**src/rtl/plic_hart_claim_ctrl.sv**
```systemverilog
// Per-hart claim/complete controller at the output of the PLIC arbitration tree.
// Optional `PLIC_CMPLT_CHECK_EN`: only forward completes that match the last claimed ID.
module plic_hart_claim_ctrl #(
    parameter int ID_NUM     = 7,
    parameter int PRIO_BIT   = 6,
    parameter int SETTLE_CYC = 2
) (
    input  logic                plic_clk,
    input  logic                plicrst_b,
    input  logic                arb_int_req,
    input  logic [ID_NUM-1:0]   arb_int_id,
    input  logic [PRIO_BIT-1:0] arb_int_prio,
    input  logic                thresh_wr_vld,
    input  logic [PRIO_BIT-1:0] thresh_wr_data,
    output logic [PRIO_BIT-1:0] thresh_val,
    input  logic                claim_rd_vld,
    output logic                claim_rsp_vld,
    output logic [ID_NUM-1:0]   claim_rsp_id,
    output logic                pend_clr_vld,
    output logic [ID_NUM-1:0]   pend_clr_id,
    input  logic                cmplt_wr_vld,
    input  logic [ID_NUM-1:0]   cmplt_wr_id,
    output logic                cmplt_vld,
    output logic [ID_NUM-1:0]   cmplt_id,
    output logic                cmplt_err,
    output logic                hart_eip
);

    typedef enum logic {IDLE = 1'b0, SETTLE = 1'b1} state_e;

    state_e              state_q, state_d;
    logic [2:0]          cnt_q, cnt_d;
    logic                win_req_q;
    logic [ID_NUM-1:0]   win_id_q;
    logic [PRIO_BIT-1:0] win_prio_q;
    logic [PRIO_BIT-1:0] thresh_q;
    logic                rsp_vld_q, rsp_vld_d;
    logic [ID_NUM-1:0]   rsp_id_q, rsp_id_d;
    logic                pend_vld_q, pend_vld_d;
    logic [ID_NUM-1:0]   pend_id_q, pend_id_d;
    logic                cmplt_vld_q, cmplt_vld_d;
    logic [ID_NUM-1:0]   cmplt_id_q, cmplt_id_d;
    logic                cmplt_err_q, cmplt_err_d;
    logic                qualified;
    logic                claim_ok;

    // Strict compare keeps prio 0 from ever interrupting, even at threshold 0.
    assign qualified = win_req_q && (win_prio_q > thresh_q) && (win_id_q != '0);

    always_comb begin
        state_d    = state_q;
        cnt_d      = cnt_q;
        rsp_vld_d  = claim_rd_vld;
        rsp_id_d   = rsp_id_q;
        pend_vld_d = 1'b0;
        pend_id_d  = pend_id_q;
        claim_ok   = 1'b0;
        case (state_q)
            IDLE: begin
                if (claim_rd_vld) begin
                    if (qualified) begin
                        claim_ok   = 1'b1;
                        rsp_id_d   = win_id_q;
                        pend_vld_d = 1'b1;
                        pend_id_d  = win_id_q;
                        state_d    = SETTLE;
                        cnt_d      = 3'(SETTLE_CYC);
                    end else begin
                        rsp_id_d = '0;
                    end
                end
            end
            SETTLE: begin
                if (claim_rd_vld) rsp_id_d = '0;
                if (cnt_q <= 3'd1) begin
                    cnt_d   = 3'd0;
                    state_d = IDLE;
                end else begin
                    cnt_d = cnt_q - 3'd1;
                end
            end
            default: begin
                state_d = IDLE;
                cnt_d   = 3'd0;
            end
        endcase
    end

`ifdef PLIC_CMPLT_CHECK_EN
    logic [ID_NUM-1:0] claimed_q, claimed_d;
    logic              cmplt_match;

    // The complete is matched against the pre-claim value; a same-cycle claim then overwrites.
    assign cmplt_match = cmplt_wr_vld && (cmplt_wr_id != '0) && (cmplt_wr_id == claimed_q);

    always_comb begin
        claimed_d   = claimed_q;
        cmplt_vld_d = cmplt_match;
        cmplt_err_d = cmplt_wr_vld && !cmplt_match;
        cmplt_id_d  = cmplt_id_q;
        if (cmplt_match) begin
            claimed_d  = '0;
            cmplt_id_d = cmplt_wr_id;
        end
        if (claim_ok) claimed_d = win_id_q;
    end

    always_ff @(posedge plic_clk or negedge plicrst_b) begin
        if (!plicrst_b) claimed_q <= '0;
        else            claimed_q <= claimed_d;
    end
`else
    always_comb begin
        cmplt_vld_d = cmplt_wr_vld && (cmplt_wr_id != '0);
        cmplt_err_d = 1'b0;
        cmplt_id_d  = cmplt_vld_d ? cmplt_wr_id : cmplt_id_q;
    end
`endif

    always_ff @(posedge plic_clk or negedge plicrst_b) begin
        if (!plicrst_b) begin
            state_q     <= IDLE;
            cnt_q       <= 3'd0;
            win_req_q   <= 1'b0;
            win_id_q    <= '0;
            win_prio_q  <= '0;
            thresh_q    <= '0;
            rsp_vld_q   <= 1'b0;
            rsp_id_q    <= '0;
            pend_vld_q  <= 1'b0;
            pend_id_q   <= '0;
            cmplt_vld_q <= 1'b0;
            cmplt_id_q  <= '0;
            cmplt_err_q <= 1'b0;
        end else begin
            state_q     <= state_d;
            cnt_q       <= cnt_d;
            win_req_q   <= arb_int_req;
            win_id_q    <= arb_int_id;
            win_prio_q  <= arb_int_prio;
            if (thresh_wr_vld) thresh_q <= thresh_wr_data;
            rsp_vld_q   <= rsp_vld_d;
            rsp_id_q    <= rsp_id_d;
            pend_vld_q  <= pend_vld_d;
            pend_id_q   <= pend_id_d;
            cmplt_vld_q <= cmplt_vld_d;
            cmplt_id_q  <= cmplt_id_d;
            cmplt_err_q <= cmplt_err_d;
        end
    end

    assign thresh_val    = thresh_q;
    assign claim_rsp_vld = rsp_vld_q;
    assign claim_rsp_id  = rsp_id_q;
    assign pend_clr_vld  = pend_vld_q;
    assign pend_clr_id   = pend_id_q;
    assign cmplt_vld     = cmplt_vld_q;
    assign cmplt_id      = cmplt_id_q;
    assign cmplt_err     = cmplt_err_q;
    assign hart_eip      = qualified && (state_q == IDLE);

endmodule

```
**config.mk**
```make
export PLATFORM = sky130hd
export DESIGN_NAME = plic_hart_claim_ctrl
export DESIGN_NICKNAME = d
export VERILOG_FILES = /design/src/rtl/plic_hart_claim_ctrl.sv
export SDC_FILE = /design/constraint.sdc
export NUM_CORES = 1
export LEC_CHECK = 0
export CORE_MARGIN = 10
export CORE_UTILIZATION = 30
export DETAILED_ROUTE_END_ITERATION = 10
export GPL_TIMING_DRIVEN = 0
export PLACE_DENSITY = 0.53
export SLEW_MARGIN = 40
export SYNTH_ARGS = -nofsm -noshare
export SYNTH_HDL_FRONTEND = slang
export SYNTH_SLANG_ARGS = --single-unit
```
**constraint.sdc**
```tcl
create_clock -name plic_clk -period 2.5 [get_ports plic_clk]
set_input_delay 0.5 -clock plic_clk [delete_from_list [all_inputs] [get_ports plic_clk]]
set_output_delay 0.5 -clock plic_clk [all_outputs]
set_load 0.01 [all_outputs]
```
# ---- After elaboration in Yosys (flattened, before gate mapping)
# Cells that the tools add are included.
# Widths: inputs -> output; s select.
dict set report word_totals {
  register_bits 48
  latchBits 0
  mem_bits_rw 0
  romBits 0
  inputBits 32
  word_cells 41
  memories 0
}
dict set report classes {
  n_addsub 1
  n_mul 0
  n_div 0
  order_cmp 2
  n_eq_ne 3
  n_shift 0
  n_mux 13
  bitwise_logic 1
  n_reduce_logical 9
}
# operator count
set op_table {}
lappend op_table {{$mux 7} 3}
lappend op_table {{$pmux 7 s2} 1}
lappend op_table {{$reduce_bool 7->1} 2}
lappend op_table {{$mux 3} 3}
lappend op_table {{$gt 6x6->1} 1}
lappend op_table {{$ne 2x2->1 const B} 3}
lappend op_table {{$pmux 3 s2} 1}
lappend op_table {{$logic_and 1x1->1} 4}
lappend op_table {{$mux 1} 4}
lappend op_table {{$reduce_and 2->1} 2}
lappend op_table {{$le 3x1->1 const B} 1}
lappend op_table {{$reduce_and 3->1} 1}
lappend op_table {{$sub 3x1->3 const B} 1}
lappend op_table {{$pmux 1 s2} 1}
lappend op_table {{$not 1->1} 1}

# ---- Longest topological paths before layout
# Gate-level depths: netlist of the first run.
dict set report depth {
  ltp_word 6
  ltp_mapped 8
  ltp_nobuf 7
}

# ---- Worst setup path before layout of the first run
# No wires, ideal clock.
dict set report synth_path {
  kind {register to register}
  from {register thresh_q[5], in the netlist thresh_val[5]}
  to {register pend_id_q[0], in the netlist pend_clr_id[0]}
  setup_ps 125
  arrival_time_ps 1978
  setup_slack_ps 398
  path_stages_with_launch 8
  synth_period_minus_slack_ps 2102
  cell_sequence {dfrtp_1 inv_1 ha_1 nand4_1 o21bai_1 a311o_2 nor3_4 mux2_2}
}
dict set report synth_via {
  elab_chain_len 4
}
# element line
set synth_lines {}
lappend synth_lines {{start: declaration} 36} ;# logic [PRIO_BIT-1:0] thresh_q;
lappend synth_lines {{start signal: assignment} 141} ;# if (thresh_wr_vld) thresh_q <= thresh_wr_data;
lappend synth_lines {{$gt 6x6->1} 48} ;# assign qualified = win_req_q && (win_prio_q > thresh_q) && (win_id_q != '0);
lappend synth_lines {{$logic_and 1x1->1 (2 in series)} 48}
lappend synth_lines {{$reduce_and 3->1 (no source line)} n/a}
lappend synth_lines {{end signal: assignment} 145} ;# pend_id_q <= pend_id_d;
lappend synth_lines {{end: declaration} 40} ;# logic [ID_NUM-1:0] pend_id_q, pend_id_d;
# Every way passes these cells.
# A chain may end at the register's enable or synchronous reset.

# ---- Worst setup path after layout of the first run
dict set report layout_path {
  from {register win_id_q[3]}
  to {output port hart_eip}
}
dict set report layout_via {
  elab_chain_len 3
}
# element line
set layout_lines {}
lappend layout_lines {{start: declaration} 34} ;# logic [ID_NUM-1:0] win_id_q;
lappend layout_lines {{start signal: assignment} 139} ;# win_id_q <= arb_int_id;
lappend layout_lines {{$reduce_bool 7->1} 48}
lappend layout_lines {{$logic_and 1x1->1} 48}
lappend layout_lines {{$logic_and 1x1->1} 160} ;# assign hart_eip = qualified && (state_q == IDLE);
lappend layout_lines {{end: declaration} 26} ;# output logic hart_eip
# Every way passes these cells.

==> results of run 1 <==
flip-flops by register name (all words and copies together), names as in the netlist:
register and flops:
state_q 1, pend_clr_vld 1, win_id_q 7, thresh_val 6
cnt_q 3, claim_rsp_id 7, claim_rsp_vld 1, win_req_q 1
win_prio_q 6, cmplt_vld 1, cmplt_id 7, pend_clr_id 7
path summary, 6_finish.rpt:
| path | from | to | slack (ns) | cells past startpoint |
|---|---|---|---|---|
| min reg2reg | cmplt_id[5] | cmplt_id[5] | 0.49 | 2 |
| max reg2reg | thresh_val[4] | pend_clr_id[4] | 0.18 | 8 |
| max in group asynchronous | plicrst_b | win_id_q[2] | 2.02 | 2 |
| min | plicrst_b | win_prio_q[1] | 0.04 | 1 |
| max | win_id_q[3] | hart_eip | 0.13 | 5 |
| min in group plic_clk | cmplt_id[5] | cmplt_id[5] | 0.49 | 2 |
kinds of logic after synthesis:
| logic type | share of synthesized area (%) |
|---|---|
| compound gates | 11.2 |
| mux | 5.42 |
| other cells | 0.203 |
| simple gates | 9.75 |
| buf+inv | 3.72 |
| flops | 65.0 |
| fa+ha+maj | 4.74 |
area by class of cell:
class	count	area (um2)	share of cell area, %
Clock buffer	7	86.3	3.14
Sequential cell	48	1200	43.7
Inverter	10	37.5	1.36
Multi-Input combinational cell	80	639	23.2
Tap cell	75	93.8	3.41
Clock inverter	1	7.51	0.273
Buffer	5	31.3	1.14
Timing Repair Buffer	66	653	23.7
per-layer routing:
metal  wire length [um]  vias up  global-route usage [%]
met4                100        0                    3.64
met5                  0        -                       0
met2               2310       40                    15.9
met1               1840      615                    10.5
met3                313       11                    4.33
li1                   -      630                       -
per-stage QoR:
stage	power, uW	hold slack [ns]	TNS (ns)	std cells
after global routing	2210	0.0390	-0.0201	292
after CTS	2100	0.0417	0	289
after detailed placement	1600	0.374	-0.0369	280
after global placement	1570	0.467	-14.96	279
after floorplan	1260	0.204	0	143
final	2080	0.0439	0	292
report_power, final:
part	switching [uW]	leakage (uW)	internal [uW]	total, uW
sequential	73.3	0.000587	908	981
clock	261	0.0000445	225	486
combinational	258	0.000584	356	615
total	592	0.00122	1490	2080
cell usage in the layout, fill, tap and decap left out, types with 2 or more instances in the layout:
cell type        instances
or4_1                    2
buf_4                    6
inv_2                    3
clkbuf_8                 6
ha_4                     4
nand2_1                 26
dfrtp_1                 48
clkdlybuf4s50_1         59
a21oi_1                  3
buf_2                    2
nand3_1                  2
mux2_2                   8
clkbuf_1                 3
ha_1                     3
o21ai_0                 10
inv_1                    6
a22o_2                   7
what timing repair did:
action | 4_1_cts | 5_1_grt
endpoints found under the setup margin | 1 | 16
hold buffers | 0 | 0
pin swaps | 1 | 5
setup buffers | 1 | 3
resized for setup | 5 | 8
==> results list, run 1 <==
* Cells along the critical path: or4_1, nor4_4, a311o_2, nor2_2, buf_2
- For this block, the via count after detailed routing is ~1300.
- Sequential elements use 65.0% of the synthesized area.
- In the routed design, unresolved DRC markers number 0.
- Overflow left after global routing: 0
* Peak clock frequency supported by timing: 421 MHz
- Power Dens Cells: 757 mW/mm2
- The synthesized netlist occupies a cell area of 0.00185 mm2.
- The tool flagged a number of max-cap violations equal to 0.
- Run status: complete, no violations
- Portion of the clock cycle consumed by the worst path in the final layout: 95.0%
- The synthesized design devotes to its leading area cell type roughly two thirds of total area.
- Setup repair after global routing could not meet its margin everywhere.
- The routed design has 4560 um of wire.
* Die boundary width: 98.5 um
- Post-CTS clock slew at the launch and capture registers of the worst setup and hold paths: around 0.09 ns
* Most frequent cells after synthesis: 48 x dfrtp_1, 26 x nand2_1, 10 x o21ai_0
- Post-Place Cell Area: 0.00257 mm2
- In the final routed layout, each cell accounts on average for about 16 um.
- Diodes inserted: 0
* Count of fill cells added during filler insertion: approximately 560
- Total number of clock tree sinks: 48
- The total area inside the core boundary comes to 0.00596 mm2.
* Worst slack after detailed placement: -0.0369 ns
- In this run the worst hold path is classified as in2async.
- The number of global-route vias before repair came to 1459.
* Distinct cell type count after synthesis: 30
- Once routing completed, OpenROAD measured the worst setup slack at 0.126 ns.
- Nets: 255
- Using the TritonRoute via totals, the vias-per-cell ratio works out to between 4 and 5.
- Number of nets with antenna violations after routing: 0
- Syn_area_per_cell: roughly 13 um2
* Final Util: a little under half
- The floorplan has 28 rows.
- Cell types occupying the most area after synthesis: dfrtp_1 65%, nand2_1 5.3%, mux2_2 4.9%, ha_1 4.7%, a22o_2 3.8%
* Setup violations, final: 0
- STA puts the critical path data required time at 2.00 ns.
- The initial utilization of the core area, before any placement, comes to 31.0%.
* Top-count cell post-synth: dfrtp_1
- In the final layout, the share of cells above drive strength 1 is 21.2%.
* Post-Route Skew: ~0.0068 ns
- The worst path in the final design needs a cycle of 2.37 ns, including I/O delays and setup.
* Critical Setup Path Class: reg2out
- Leakage power total: 0.00122 uW
- Total clock buffers created by CTS: 5
- Yosys warning count: 0
- The congestion estimate from routability-driven global placement came to a little over 0.7.
- Root cell of the clock tree: clkbuf_8
- Worst-path cell with the longest stage delay: or4_1
* Critical Path AT: 1.87 ns
- Number of top-level pins: 64
- The die is between 90 and 100 um tall.
- TritonCTS built the clock tree.
* Area of the die: 0.00970 mm2
- STA classifies the critical path endpoint as a primary output.
* Buffers plus inverters on the worst setup path: 1
- Delay of the slowest cell on the worst path: approximately 0.6 ns
* Relative area change from synthesis to final layout: 48.8%
* Top FF cell, synth: dfrtp_1
- Clock buffer depth: 2
- Among cell families on the critical path, the largest total delay comes from simple AND/OR/NAND/NOR gates.
- Maximum fanout count along the critical path: 3
- The final number of max-transition violations came to 0.
- The synthesized design contains 0 enable-type register cells.
* Total of flip-flops plus latches after synthesis: 48
- For this run, the detailed router's first-pass iteration total came to 3.
* Largest voltage drop on the vdd net: roughly 0.45 mV
* Worst setup SP type: flip-flop
- Global routing used 9.58% of the available tracks.
- Synthesized net count: 182
- First-pass GRT wire length: 7540 um
* Total number of H-tree levels: 2
* Cell count after synthesis: 143
* Number of input and output port buffers inserted: 61
* Fraction of registers with async set or reset after synthesis: 100%
* Clock network latency to the later pin of the worst-skew pair: 0.30 ns
- Detailed placement ended at an HPWL of 3510 um.
* Fin area: approximately 0.0028 mm2
* Hold violation count in the final report: 0
* Largest net degree at the start of global routing: 35
* Number of violations reported at the end of detailed-routing iteration 0: 17
- The initial antenna violation count came to 0.
* Leading area contributor after synthesis: dfrtp_1
Note: power is estimated with default switching activity, not from simulation.
==> run 2: changes to the inputs <==
Settings changed: PLACE_DENSITY 0.53 to not set.
Clock period 2.5 ns to 2.49 ns, I/O delays scaled along.
==> results list, run 2 (same netlist as run 1, synthesis figures left out) <==
- Run status: complete, no violations
- Remaining DRCs: 0 (unchanged)
- Relative area change from synthesis to final layout: 46.2%
- By startpoint and endpoint, the worst setup path is classified as reg2reg.
- Clock network latency to the later pin of the worst-skew pair: 0.30 ns (about the same)
* Overflow left after global routing: 0 (unchanged)
- The starting density of the core was 31.0% (unchanged).
- The global-route wire length before repair came to 6910 um (-8.4%).
* Number of antenna violations at the first check in global routing: 0 (unchanged)
- Pin slew with the least headroom to its limit: 0.519 ns
* Slew HR: 65.3%
* RSZ-0062 raised after global routing: no
- The number of clock sinks seen by CTS came to 48 (unchanged).
- Total clock buffers created by CTS: 5 (unchanged)
- Layout cells sized above 1: 17.7% (-3.5 points)
- The worst-case vdd ir drop was 0.409 mV (-8.5%).
- The number of levels in the clock H-tree was 2 (unchanged).
- Post-Route Skew: 0.00742 ns (+0.000666 ns)
- Overall die height: 98.5 um (unchanged)
- The proportion of power drawn by combinational gates is 28.7% (-0.8 points).
- Maxcap violations: 0 (unchanged)
* Portion of the clock cycle consumed by the worst path in the final layout: 94.7%
* Post-detailed-placement half-perimeter wirelength: 3130 um (-11%)
- Power Dens Cells: 764 mW/mm2 (+0.90%)
* Std-Cell Rows: 28 (unchanged)
- Peak clock frequency supported by timing: between 400 and 500 MHz
- Maximum fanout count along the critical path: 8 (+5)
- Worst-path cell with the longest stage delay: mux2_2
* Hold violation count in the final report: 0 (unchanged)
- Fin area: 0.00270 mm2 (-1.8%)
- First-pass DRT Iterations: 2 (-1)
- Leakage power total: 0.00121 uW (-0.43%)
* Power dissipated by switching net loads: 598 uW (+0.92%)
- Slack of the worst reg-to-reg path: 0.13 ns (-0.05 ns)
- Worst slack after detailed placement: -0.0380 ns (-0.00104 ns)
- Number of input and output port buffers inserted: 61 (unchanged)
- CP required: 2.68 ns (+0.68 ns)
* Worst hold start: cmplt_id[5]
* GR Util All Layers: 8.69% (-0.89 points)
- The horizontal die dimension was 98.5 um (unchanged).
* Post-Place Cell Area: 0.00257 mm2 (unchanged)
- Grouping stages by cell kind, the critical path spends the most delay in compound AO/OA/AOI/OAI gates.
- Commonest non-fill, non-tap cell in the layout: clkdlybuf4s50_1
- The total number of vias came to 1271 (-1.9%).
- The critical path goes through inv_1, ha_4, nand4_1, o21bai_1, a311o_2, buf_4, nor3_4, mux2_2.
- The net count of the finished layout came to 253 (-0.78%).
- Final Slew Violations: 0 (unchanged)
- The final sum of negative setup slack was 0 ns (unchanged).
- Worst r2r dst: pend_clr_id[6]
* Proportion of total power due to net switching: 29.0% (+0.52 points)
- In the layout the commonest cells are 59 x clkdlybuf4s50_1, 48 x dfrtp_1, 26 x nand2_1.
- The detailed router's first-iteration violation count is 21 (+4).
- The maximum clock path buffer count came to 2 (unchanged).
- Root cell of the clock tree: clkbuf_8
- Worst-case reg-to-reg path depth: 8 (unchanged)
* Vias per inst: 4.38 (-1.3%)
- The overall die area came to 0.00970 mm2 (unchanged).
- Count of fill cells added during filler insertion: 573 (+1.6%)
* Delay of the slowest cell on the worst path: 0.39 ns (-0.21 ns)
- The number of global-route vias before repair was 1346 (-7.7%).
* Class of the most critical hold timing path: reg2reg
* Diodes inserted: 0 (unchanged)
- Largest net degree at the start of global routing: 42 (+20%)
- The proportion of power drawn by flip-flops and latches is 47.7% (+0.6 points).
- The final wirelength was 4180 um (-8.4%).
- The last weighted congestion value of the routability-driven placer is 0.712 (-1.0%).
- Worst Hold Path EP: cmplt_id[5]
- Post-layout power: 2060 uW (-0.89%)
- Element type at the critical path end: flip-flop
- Relative contribution of the clock network to total power: 23.6% (+0.3 points)
* Post-CTS clock slew at the launch and capture registers of the worst setup and hold paths: 0.10 ns (about the same)
- Buffers plus inverters on the worst setup path: 2 (+1)
- STA classifies the critical path startpoint as a flip-flop.
- Startpoint of the most critical register-to-register path: thresh_val[5]
* Min Tclk post-route: 2.36 ns
- Cells on Worst Hold Path: 2
* Internal power of the cells: 1470 uW (-1.6%)
- The final setup violation count was 0 (unchanged).
* Number of top-level pins: 64 (unchanged)
- Critical Path AT: 2.55 ns (+0.68 ns)
- Core Region: 0.00596 mm2 (unchanged)
* TritonCTS clock tree: built
* PnR worst setup slack: 0.131 ns (+0.00500 ns)
- Routed wire length per instance: 14.4 um (-7.8%)
- Number of nets with antenna violations after routing: 0 (unchanged)
-- run 2: worst register-to-register path, stage by stage (launching register included) --
cell,delay (ns)
dfrtp_1,0.35
inv_1,0.08
ha_4,0.27
nand4_1,0.11
o21bai_1,0.18
a311o_2,0.34
buf_4,0.16
nor3_4,0.38
mux2_2,0.39
-- run 2: stage by stage --
step | std cells | utilization (%) | hold slack [ns]
after floorplan | 143 | - | 0.202
after global placement | 279 | 42.9 | 0.460
after detailed placement | 280 | 43.2 | 0.328
after CTS | 290 | 45.5 | 0.486
after global routing | 290 | 45.4 | 0.518
final | 290 | 45.4 | 0.482
-- run 2: worst max path at each step --
stage	from	end	slack, ns	cells after the start
6_report	thresh_val[5]	pend_clr_id[6]	0.13	8
3_5_place_dp	thresh_val[5]	hart_eip	-0.04	7
4_1_cts	thresh_val[4]	hart_eip	0.0005	7
5_1_grt	thresh_val[4]	pend_clr_id[2]	0.04	8
3_3_place_gp	plicrst_b	win_id_q[4]	-0.53	1
2_1_floorplan	thresh_val[5]	pend_clr_id[0]	0.39	7
-- run 2: timing repair --
action | 4_1_cts | 5_1_grt
buffers inserted | 1 | 0
hold buffers | 1 | 0
endpoints found under the hold margin | 7 | 0
pin swaps | 1 | 0
endpoints found under the setup margin | 1 | 1
gates resized for setup | 6 | 1
-- run 2: final cells by class --
| cell class | count | area (um2) | share of cell area (%) |
|---|---|---|---|
| clock inverters | 3 | 25.0 | 0.926 |
| multi-input cells | 80 | 603 | 22.3 |
| well taps | 75 | 93.8 | 3.47 |
| flip-flops and latches | 48 | 1200 | 44.5 |
| repair buffers | 64 | 641 | 23.7 |
| plain buffers | 5 | 31.3 | 1.16 |
| clock buffers | 5 | 68.8 | 2.55 |
| inverters | 10 | 37.5 | 1.39 |
-- run 2: power groups by stage --
| stage | Clock, uW | Sequential (uW) | Combinational, uW |
|---|---|---|---|
| floorplan | 0 | 1040 | 234 |
| global placement | 0 | 996 | 592 |
| detailed placement | 0 | 998 | 602 |
| CTS | 513 | 987 | 611 |
| global route | 549 | 1000 | 661 |
| finish | 487 | 984 | 593 |
-- run 2: routing by layer --
metal | vias to the layer above | global-route usage [%] | part of all wire (%)
met1 | 604 | 10.6 | 46
met5 | - | 0 | 0
met2 | 40 | 13.0 | 44
met4 | 0 | 2.65 | 1.1
li1 | 622 | - | -
met3 | 5 | 4.54 | 9.1
==> run 3: changes to the inputs <==
Settings changed: ABC_CLOCK_PERIOD_IN_PS set to 2490.
==> results of run 3 <==
The final DEF is identical to that of run 2; final timing and power are the same.
